File: config.mk
export PLATFORM = sky130hd
export DESIGN_NAME = pbp_resolve_queue
export DESIGN_NICKNAME = d
export VERILOG_FILES = /design/src/rtl/riscv.sv /design/src/rtl/pbp_resolve_queue.sv
export SDC_FILE = /design/constraint.sdc
export NUM_CORES = 1
export LEC_CHECK = 0
export ABC_AREA = 1
export BUFFER_PORTS_ARGS = -buffer_cell sky130_fd_sc_hd__buf_2
export CAP_MARGIN = 20
export CORE_MARGIN = 10
export CORE_UTILIZATION = 60
export DETAILED_ROUTE_END_ITERATION = 8
export HOLD_SLACK_MARGIN = 0.03
export PLACE_DENSITY = 0.79
export RECOVER_POWER = 50
export SETUP_SLACK_MARGIN = 0.02
export SYNTH_ARGS = -nofsm -noshare
export SYNTH_HDL_FRONTEND = slang
export SYNTH_SLANG_ARGS = --single-unit
File: constraint.sdc
create_clock -name clk_i -period 6.6 [get_ports clk_i]
set_input_delay 0.66 -clock clk_i [delete_from_list [all_inputs] [get_ports clk_i]]
set_output_delay 0.66 -clock clk_i [all_outputs]
set_load 0.01 [all_outputs]
File: src/rtl/riscv.sv
// Core-wide RISC-V constants shared by frontend and execute.
// VLEN is the virtual address width carried with branch pcs.
package riscv;
  localparam int unsigned VLEN = 64;
endpackage

File: src/rtl/pbp_resolve_queue.sv
// Perceptron predictor resolve queue: pairs in-order predictions with
// execute resolutions and emits training and GHR repair packets.
module pbp_resolve_queue
  import riscv::*;
#(
  parameter int GHR_LENGTH = 10,
  parameter int DEPTH      = 8,
  parameter int SUM_W      = 16,
  parameter int THETA      = 33
) (
  input  logic                         clk_i,
  input  logic                         rst_ni,
  input  logic                         flush_i,
  input  logic                         debug_mode_i,
  input  logic                         pred_valid_i,
  output logic                         pred_ready_o,
  input  logic [VLEN-1:0]              pred_pc_i,
  input  logic                         pred_taken_i,
  input  logic signed [SUM_W-1:0]      pred_sum_i,
  input  logic [GHR_LENGTH-1:0]        pred_history_i,
  input  logic                         res_valid_i,
  output logic                         res_ready_o,
  input  logic                         res_taken_i,
  output logic                         upd_valid_o,
  output logic [VLEN-1:0]              upd_pc_o,
  output logic                         upd_is_mispredict_o,
  output logic                         upd_taken_o,
  output logic [GHR_LENGTH-1:0]        upd_history_o,
  output logic                         ghr_restore_valid_o,
  output logic [GHR_LENGTH-1:0]        ghr_restore_o,
  output logic [$clog2(DEPTH):0]       count_o
);

  localparam int PW = $clog2(DEPTH);
  localparam int CW = PW + 1;

  typedef struct packed {
    logic [VLEN-1:0]         pc;
    logic                    taken;
    logic signed [SUM_W-1:0] sum;
    logic [GHR_LENGTH-1:0]   history;
  } entry_t;

  entry_t mem [DEPTH];

  logic [PW-1:0] wr_q, wr_d, rd_q, rd_d;
  logic [CW-1:0] cnt_q, cnt_d;
  logic          push, pop, mis, train;
  entry_t        head;
  logic signed [SUM_W:0] sum_x;
  logic [SUM_W:0]        sum_abs;

  assign pred_ready_o = (cnt_q != CW'(DEPTH));
  assign res_ready_o  = (cnt_q != '0);
  assign count_o      = cnt_q;

  always_comb begin
    head  = mem[rd_q];
    push  = pred_valid_i & pred_ready_o;
    pop   = res_valid_i & res_ready_o;
    mis   = head.taken ^ res_taken_i;
    // Widen before negating so the most negative sum stays positive
    sum_x   = {head.sum[SUM_W-1], head.sum};
    sum_abs = sum_x[SUM_W] ? -sum_x : sum_x;
    train   = !debug_mode_i & (mis | (sum_abs <= (SUM_W+1)'(THETA)));
  end

  always_comb begin
    wr_d  = wr_q;
    rd_d  = rd_q;
    cnt_d = cnt_q;
    if (flush_i) begin
      rd_d  = wr_q;
      cnt_d = '0;
    end else if (pop && mis) begin
      rd_d  = rd_q + 1'b1;
      wr_d  = rd_q + 1'b1;
      cnt_d = '0;
    end else begin
      if (push) wr_d = wr_q + 1'b1;
      if (pop)  rd_d = rd_q + 1'b1;
      cnt_d = cnt_q + CW'(push) - CW'(pop);
    end
  end

  always_ff @(posedge clk_i) begin
    if (push) begin
      mem[wr_q] <= '{pc: pred_pc_i, taken: pred_taken_i,
                     sum: pred_sum_i, history: pred_history_i};
    end
  end

  always_ff @(posedge clk_i or negedge rst_ni) begin
    if (!rst_ni) begin
      wr_q                <= '0;
      rd_q                <= '0;
      cnt_q               <= '0;
      upd_valid_o         <= 1'b0;
      upd_pc_o            <= '0;
      upd_is_mispredict_o <= 1'b0;
      upd_taken_o         <= 1'b0;
      upd_history_o       <= '0;
      ghr_restore_valid_o <= 1'b0;
      ghr_restore_o       <= '0;
    end else begin
      wr_q                <= wr_d;
      rd_q                <= rd_d;
      cnt_q               <= cnt_d;
      upd_valid_o         <= pop & train;
      ghr_restore_valid_o <= pop & mis;
      if (pop) begin
        upd_pc_o            <= head.pc;
        upd_is_mispredict_o <= mis;
        upd_taken_o         <= res_taken_i;
        upd_history_o       <= head.history;
        ghr_restore_o       <= {head.history[GHR_LENGTH-2:0], res_taken_i};
      end
    end
  end

endmodule

== Yosys cells after proc, flatten, opt, wreduce, memory -nomap -nowiden ==
Memory sizes are Yosys's and may differ from the RTL's.
Index checks and enable logic that the tools add are counted.
Storage, ports and cells
  memories: 1
  logic and storage cells: 42
  input bits: 98
  register bits: 98
  memory bits (writable): 728
  output and inout bits: 94
Cells by class
  bitwise operators: 8
  reductions and logical operators: 6
  $lt $le $gt $ge: 1
  multiplexer cells: 10
  add/sub/neg operators: 5
  eq/ne operators: 1
Memories
  mem: depth 8, bits a word 91, rd ports 1, clocked after memory_dff 0, wr ports 1, line pbp_resolve_queue.sv:44  | entry_t mem [DEPTH];
Operator list (count)
  less-or-equal comparator 17 x 6 -> 1 bit, second input constant: 1
  two-way mux 17 bit: 1
  negator 16 -> 17 bit: 1
  two-way mux 3 bit: 5
  two-way mux 4 bit: 2
  adder 3 x 1 -> 3 bit, second input constant: 2
  AND 1 bit: 5
  adder 4 x 1 -> 4 bit: 1
  inequality test 4 bit, second input constant: 1
  nonzero test 4 bit: 1
  subtractor 4 x 1 -> 4 bit: 1
  nonzero test 3 bit: 1
  two-way mux 1 bit: 2
  AND reduction 2 bit: 1
  nonzero test 2 bit: 1
  logical AND 1 bit: 1
  zero test 1 bit: 1
  inverter 1 bit: 1
  bitwise OR 1 bit: 1
  XOR 1 bit: 1

== Depth between registers and ports, before layout ==
Gate-level depths: netlist of the first run.
An unclocked memory read counts as a cell.
  depth in word-level cells: 7
  gate-level depth with buffers: 21
  gate-level depth less buffers: 20

== Worst setup path after synthesis of the first run ==
OpenSTA, ideal clock, no wires.
  path kind: register to register
  start point: register cnt_q[2], in the netlist count_o[2]
  end point: memory mem[1][0] in the netlist's numbering (enable)
  data required time: 6.059 ns
  cell stages (with the launch flop): 8
  clock period less this slack: 5.437 ns
  path slack: 1.163 ns
  arrival: 4.896 ns
  buffers on the path: 0
  library setup time: 0.541 ns
  path through: dfrtp_1 -> inv_1 -> ha_1 -> nand3_1 -> nand2_1 -> inv_1 -> nand2_1 -> nor2_1
Between the ends
  cells in the longest elaborated chain, start to end: 4
Ends and longest elaborated chain
  start: declaration: line pbp_resolve_queue.sv:47  | logic [CW-1:0] cnt_q, cnt_d;
  start signal: assignment: line pbp_resolve_queue.sv:108  | cnt_q <= cnt_d;
  inequality test 4 bit: line pbp_resolve_queue.sv:53  | assign pred_ready_o = (cnt_q != CW'(DEPTH));
  via pred_ready_o: line pbp_resolve_queue.sv:16  | output logic pred_ready_o,
  AND 1 bit: line pbp_resolve_queue.sv:59  | push = pred_valid_i & pred_ready_o;
  two-way mux 1 bit: line pbp_resolve_queue.sv:87  | if (push) begin
  two-way mux 1 bit (not written as such): line pbp_resolve_queue.sv:88  | mem[wr_q] <= '{pc: pred_pc_i, taken: pred_taken_i,
  end: declaration: line pbp_resolve_queue.sv:44
The timed path passes the listed nets, and every way through them passes these cells.

== Worst setup path after layout of the first run ==
  start point: register rd_q[1]
  end point: register upd_valid_o
Between the ends
  cells in the longest elaborated chain, start to end: 7
  elaborated cells between the ends (all ways): 8
  those cells by class: 1 x add/sub; 1 x order compare; 1 x mux; 4 x bitwise; 1 x memory
Ends and longest elaborated chain
  start: declaration: line pbp_resolve_queue.sv:46  | logic [PW-1:0] wr_q, wr_d, rd_q, rd_d;
  start signal: assignment: line pbp_resolve_queue.sv:107  | rd_q <= rd_d;
  memory read (8 x 91 bit) *
  negator 16 -> 17 bit: line pbp_resolve_queue.sv:64  | sum_abs = sum_x[SUM_W] ? -sum_x : sum_x;
  two-way mux 17 bit: line pbp_resolve_queue.sv:64
  less-or-equal comparator 17 x 6 -> 1 bit: line pbp_resolve_queue.sv:65  | train = !debug_mode_i & (mis | (sum_abs <= (SUM_W+1)'(THETA)));
  bitwise OR 1 bit *: line pbp_resolve_queue.sv:65
  AND 1 bit *: line pbp_resolve_queue.sv:65
  AND 1 bit *: line pbp_resolve_queue.sv:109  | upd_valid_o <= pop & train;
  end signal: assignment: line pbp_resolve_queue.sv:109
  end: declaration: line pbp_resolve_queue.sv:24  | output logic upd_valid_o,
Mark *: on every way between the ends. The rest lies on a longest branch, timed or not.
A chain may end at the register's enable or synchronous reset.

==> flow_summary.ini, run 1 <==
[synthesis]
syn_area_per_cell_sq_um = 12.99
synth_edf_count = 728
async_flop_share_pct = 10.78
synth_area_sq_um = 31920
ys_seq_area_share_pct = 75.39
yosys_warnings = 0
synth_flop_cell = edfxtp_1
ys_ff_latch = 816
synth_nets = 2565
synth.distinct_cells = 33
synth_cells = 2457

[power_and_ir_drop]
p_sw_share_pct = 35.76
vdd.ir_drop.worst_mv = 0.3023
p_leak_nw = 12.64
power_switching_mw = 5.967
p_seq_share_pct = 42.2
p_per_area_nw_per_um2 = 464.9
pwr-share-clk_pct = 27.6
cell_internal_pwr_mw = 10.72
p_comb_share_pct = 30.2
p_total_mw = 16.68

[cells_and_area]
stdcell_count = 3349
drive_gt1_share_pct = 8.728
fin_area_sq_um = 35880
areaGrowthSynthToFinish_pct = 12.42
mostFrequentLayoutCells = 728 x edfxtp_1, 387 x nor2_1, 337 x o21ai_0
utilization_pct = 68.15
layout.nets = 2698
layout_commonest_cell = edfxtp_1

[sta]
setup_tns_ps = 0
setup_viol_count_final = 0
tightest_slew_ps = 2354
fmax_mhz = 245.7
grt_setup_unrepaired = false
hold_viol = 0
final-max-slew-violation-count = 39
timing.final.crit_share_pct = 61.67
finalCriticalPeriod_ps = 4070
skew_ps = 25.29
relSlewSlack_pct = -56.90

[cts]
cts_resized = 0
cts_setup_buffers = 0
cts_tree = built
cts_buffer_depth = 3
htree_levels = 3
path_clk_slew_ps = 60
cts_made_buffers = 80
clock_latency_ps = 620
clock-sinks = 816
postCtsHoldBufs = 0
root_buffer = clkbuf_16

[status]
status = complete, but fails checks
failed_checks = max-capacitance violations, max-slew violations

[grt]
track_usage_pct = 23.98
first_global_vias = 20820
grt_pass1_wl_microns = 118300
grt_max_degree = 160
grt_overflow = 0
antenna_found_initial = 8

[route]
drtIter0Drc = 2529
vias = 20710
drtAntennaViolNets = 0
routed_wl_microns = 77310
vias_per_cell = 6.184
first_pass_iters = 7
drc_errors = 0
wl_per_cell_microns = 23.08

[setup_path]
crit_path_max_fanout = 84
path_cells = buf_4 -> buf_4 -> nand3_1 -> nand3_1 -> nand2_1 -> ha_1 -> inv_1 -> nand2_1 -> o22ai_1 -> nand3_1 -> nand2_1 -> nand2_1 -> nor2_1 -> nand2_1 -> a21oi_2
end_kind = flop
crit_arrival_ps = 4620
rr_endpoint = upd_valid_o
r2r_setup_slack_ps = 2530
required_ps = 7150
critical_path_class = reg -> reg
timing.rr.start = rd_q[1]
cpMaxStageDelayCell = dfrtp_4
rr_worst_depth = 15
max_stage_delay_ps = 830
worst_path_most_repeated_cell = nand2_1
setup.worst_path.start_class = flop

[placement]
placed_area_sq_um = 33310
place.gp.congestion = 0.8106
port_buffers = 191
dp.cells = 3194
hpwl_microns = 39580

[min_path]
hp-start = res_taken_i
hp-class = in -> reg
hold_end = ghr_restore_o[0]
min_path_cells = 3

[die]
ioPinCount = 192
die_area_sq_um = 62820
die-height_microns = 250.6
rows = 84
coreArea_sq_um = 52660
die_w_microns = 250.6
start_util_pct = 60.62

[flow_run]
maxCapViolations = 1
## synthesized netlist by cell type, types with 9 or more instances
library cell / count / share of area [%]
nand2_1: 329 / 3.9
o21ai_0: 337 / 5.3
nor2_1: 395 / 4.6
inv_1: 77 / 0.91
o221ai_1: 122 / 3.3
nand3_1: 99 / 1.6
ha_1: 9 / 0.35
buf_4: 13 / 0.31
clkbuf_1: 120 / 1.4
dfrtp_1: 88 / 6.9
o211ai_1: 32 / 0.75
edfxtp_1: 728 / 68
buf_2: 21 / 0.33
o22ai_1: 33 / 0.65
## routing by layer
| layer | up-vias | wire length [microns] | track usage [%] | part of all wire [%] |
|---|---|---|---|---|
| met2 | 1046 | 38170 | 39.22 | 49 |
| met4 | 10 | 2025 | 8.967 | 2.6 |
| li1 | 9194 | - | - | - |
| met3 | 182 | 7048 | 5.172 | 9.1 |
| met1 | 10280 | 29990 | 31.10 | 39 |
| met5 | - | 69 | 0 | 0.089 |
## per-stage QoR
| step | hold slack [ps] | setup WS, ps |
|---|---|---|
| global route | 303.2 | 2319 |
| detailed placement | 460.6 | 2583 |
| finish | 299.0 | 2530 |
| CTS | 35.30 | 2613 |
| floorplan | 364.4 | 1163 |
| global placement | 459.1 | 2667 |
## registers in the layout, summed over array words and instances (netlist names)
name / cells
upd_pc_o: 64
mem: 728
ghr_restore_valid_o: 1
upd_valid_o: 1
count_o: 4
upd_is_mispredict_o: 1
upd_history_o: 10
ghr_restore_o: 1
rd_q: 3
wr_q: 3
## cells by family (layout without fill, tap and decap cells)
group,after synthesis,count (layout),synth area share (%)
buffers and inverters,250,451,3.340
xor gates and xnor gates,7,7,0.1921
adders and majority gates,10,10,0.4155
and+or+nand+nor,839,839,10.41
other,0,3,0
AOI/OAI and AO/OA,535,535,10.25
DFF,816,816,75.39
## worst max-delay path: cells and delay by family (launching register included)
family | cells | cell delay [ps]
buffers and inverters | 3 | 1500
and+or+nand+nor | 9 | 880
DFF | 1 | 830
AOI/OAI and AO/OA | 2 | 340
adders and majority gates | 1 | 300
## power groups by stage
| stage | Combinational (mW) | Clock (mW) | Sequential [mW] |
|---|---|---|---|
| final | 5.05 | 4.60 | 7.04 |
| after global routing | 5.57 | 4.84 | 7.11 |
| after CTS | 5.04 | 4.63 | 7.03 |
| after detailed placement | 4.99 | 0 | 7.12 |
| after global placement | 4.76 | 0 | 7.08 |
| after floorplan | 3.42 | 0 | 7.07 |
## how the worst max path moves through the flow
stage | start | end | depth (start not counted)
final | rd_q[1] | upd_valid_o | 15
after global routing | rd_q[0] | upd_valid_o | 18
after CTS | count_o[2] | count_o[2] | 12
after detailed placement | count_o[2] | count_o[2] | 12
after global placement | rd_q[1] | upd_valid_o | 17
after floorplan | count_o[2] | mem[1][0] | 7
## cell type report
| type | count | area [sq um] |
|---|---|---|
| flip-flops and latches | 816 | 24070 |
| fillers | 3421 | 16770 |
| multi-input cells | 1391 | 6857 |
| clock buffers | 119 | 2366 |
| repair buffers | 219 | 1082 |
| well taps | 688 | 860.8 |
| clock inverters | 31 | 317.8 |
| inverters | 82 | 317.8 |
| diodes | 3 | 7.507 |
(Power assumes the default switching activity.)
==> inputs of run 2 (changes only) <==
--- a/config.mk
+++ b/config.mk
@@ -9,10 +9,10 @@
 export BUFFER_PORTS_ARGS = -buffer_cell sky130_fd_sc_hd__buf_2
 export CAP_MARGIN = 20
 export CORE_MARGIN = 10
-export CORE_UTILIZATION = 60
+export CORE_UTILIZATION = 55
 export DETAILED_ROUTE_END_ITERATION = 8
 export HOLD_SLACK_MARGIN = 0.03
-export PLACE_DENSITY = 0.79
+export PLACE_DENSITY = 0.76
 export RECOVER_POWER = 50
 export SETUP_SLACK_MARGIN = 0.02
 export SYNTH_ARGS = -nofsm -noshare
==> constraint.sdc (replaced) <==
create_clock -name clk_i -period 3.3 [get_ports clk_i]
set_input_delay 0.33 -clock clk_i [delete_from_list [all_inputs] [get_ports clk_i]]
set_output_delay 0.33 -clock clk_i [all_outputs]
set_load 0.01 [all_outputs]
==> run 2 against run 1 <==
Count of clock-buffer cells in the layout is the same. The flow still finishes with violations (max-capacitance violations, max-slew violations). Hold slack worse by 230 ps. Combinational power up 110%. Die area rose by 8.4%. Highest routed layer unchanged. Register-to-register slack lost 2100 ps.
==> flow_summary.ini, run 2 (synthesis gave the netlist of run 1 again) <==
[sta]
relSlewSlack_pct = -16.02
fmax_mhz = 351.1
skew_ps = 23.75
timing.final.crit_share_pct = 86.31
finalCriticalPeriod_ps = 2848
tightest_slew_ps = 1740
hold_viol = 0
setup_viol_count_final = 0
final-max-slew-violation-count = 48
grt_setup_unrepaired = false

[route]
first_pass_iters = 6
drtAntennaViolNets = 0
vias_per_cell = 5.978
drtIter0Drc = 2415
drc_errors = 0
vias = 21160
wl_per_cell_microns = 22.39
routed_wl_microns = 79230

[setup_path]
max_stage_delay_ps = 440
r2r_setup_slack_ps = 450
crit_path_max_fanout = 115
rr_worst_depth = 20
timing.rr.start = rd_q[1]
worst_path_most_repeated_cell = nand2_1
cpMaxStageDelayCell = dfrtp_4
required_ps = 3840
path_cells = buf_12 -> nor2_1 -> o21ai_0 -> nand2_1 -> nand2_1 -> nand2_1 -> inv_1 -> ha_1 -> nand2_1 -> nor2_1 -> nand2_1 -> nand2_2 -> nand2_1 -> nand2_1 -> nand2_1 -> nor2_1 -> nand2_1 -> nor2_1 -> nand2_1 -> a21oi_2
critPathBufInv = 2
end_kind = flop
rr_endpoint = upd_valid_o
crit_arrival_ps = 3390
critical_path_class = reg -> reg
setup.worst_path.start_class = flop
critPathTopFamily = simple AND/OR/NAND/NOR gates

[cells_and_area]
areaGrowthSynthToFinish_pct = 16.58
layout_commonest_cell = edfxtp_1
drive_gt1_share_pct = 8.989
mostFrequentLayoutCells = 728 x edfxtp_1, 387 x nor2_1, 337 x o21ai_0
largest_reg_flops = 728
largestRegisters = mem: 728 flops, upd_pc_o: 64 flops, upd_history_o: 10 flops
fin_area_sq_um = 37210
layout.nets = 2814
utilization_pct = 64.62
top_register = mem
stdcell_count = 3539

[grt]
track_usage_pct = 22.96
grt_overflow = 0
grt_max_degree = 143
first_global_vias = 21120
grt_pass1_wl_microns = 121000
antenna_found_initial = 4

[die]
ioPinCount = 192
die-height_microns = 260.9
die_w_microns = 260.9
die_area_sq_um = 68070
rows = 88
start_util_pct = 55.43
coreArea_sq_um = 57590

[placement]
hpwl_microns = 40430
dp.cells = 3295
place.gp.congestion = 0.8161
port_buffers = 191
placed_area_sq_um = 33750

[power_and_ir_drop]
vdd.ir_drop.worst_mv = 0.6102
p_per_area_nw_per_um2 = 907.9
p_leak_nw = 13.15
p_total_mw = 33.78

[status]
failed_checks = max-capacitance violations, max-slew violations
status = complete, but fails checks

[cts]
cts_resized = 0
htree_levels = 3
root_buffer = clkbuf_16
postCtsHoldBufs = 94
cts_made_buffers = 80
cts_setup_buffers = 0
cts_buffer_depth = 3
clock-sinks = 816
cts_tree = built
clock_latency_ps = 620
path_clk_slew_ps = 60

[min_path]
hp-start = flush_i
min_path_cells = 3
hold_end = wr_q[0]
hp-class = in -> reg

[flow_run]
maxCapViolations = 1
[run 2: worst max-delay path by stage]
stage	start	endpoint	slack, ps	cells after the start
after floorplan	count_o[2]	mem[1][0]	-650	7
after global placement	rd_q[1]	upd_valid_o	630	20
after detailed placement	rd_q[0]	upd_valid_o	550	21
after CTS	rd_q[0]	upd_valid_o	530	21
after global routing	rd_q[1]	upd_valid_o	230	20
final	rd_q[1]	upd_valid_o	450	20
[run 2: metal layers]
layer	wire (microns)	up-vias	track usage [%]
met3	6750	180	3.902
li1	-	9417	-
met2	38860	1077	37.82
met4	2071	4	8.510
met5	14	-	0
met1	31530	10480	30.44
[run 2: final cells by class]
| type | count | area [sq um] |
|---|---|---|
| sequential | 816 | 24070 |
| clock buffer | 119 | 2333 |
| multi-input combinational | 1391 | 6857 |
| antenna | 4 | 10.01 |
| inverter | 82 | 319.1 |
| timing repair buffer | 335 | 2305 |
| fill | 3992 | 20370 |
| clock inverter | 27 | 355.3 |
| tap | 765 | 957.2 |
[run 2: worst min-delay path: cells and delay by family]
family | cells | cell delay [ps]
compound gates | 2 | 170
buf+inv | 1 | 140
[run 2: report_power, final]
| part | internal, mW | switching, mW | total (mW) | leakage, nW |
|---|---|---|---|---|
| sequential | 13.1 | 0.730 | 13.8 | 7.68 |
| clock | 5.53 | 3.74 | 9.26 | 1.31 |
| combinational | 3.10 | 7.58 | 10.7 | 4.16 |
[run 2: through the flow]
step	TNS [ps]	worst slack [ps]	hold slack, ps
detailed placement	0	548.5	461.2
global route	0	228.7	96.62
global placement	0	629.4	457.3
CTS	0	525.4	39.98
floorplan	-473570	-650.7	34.41
finish	0	451.9	68.53
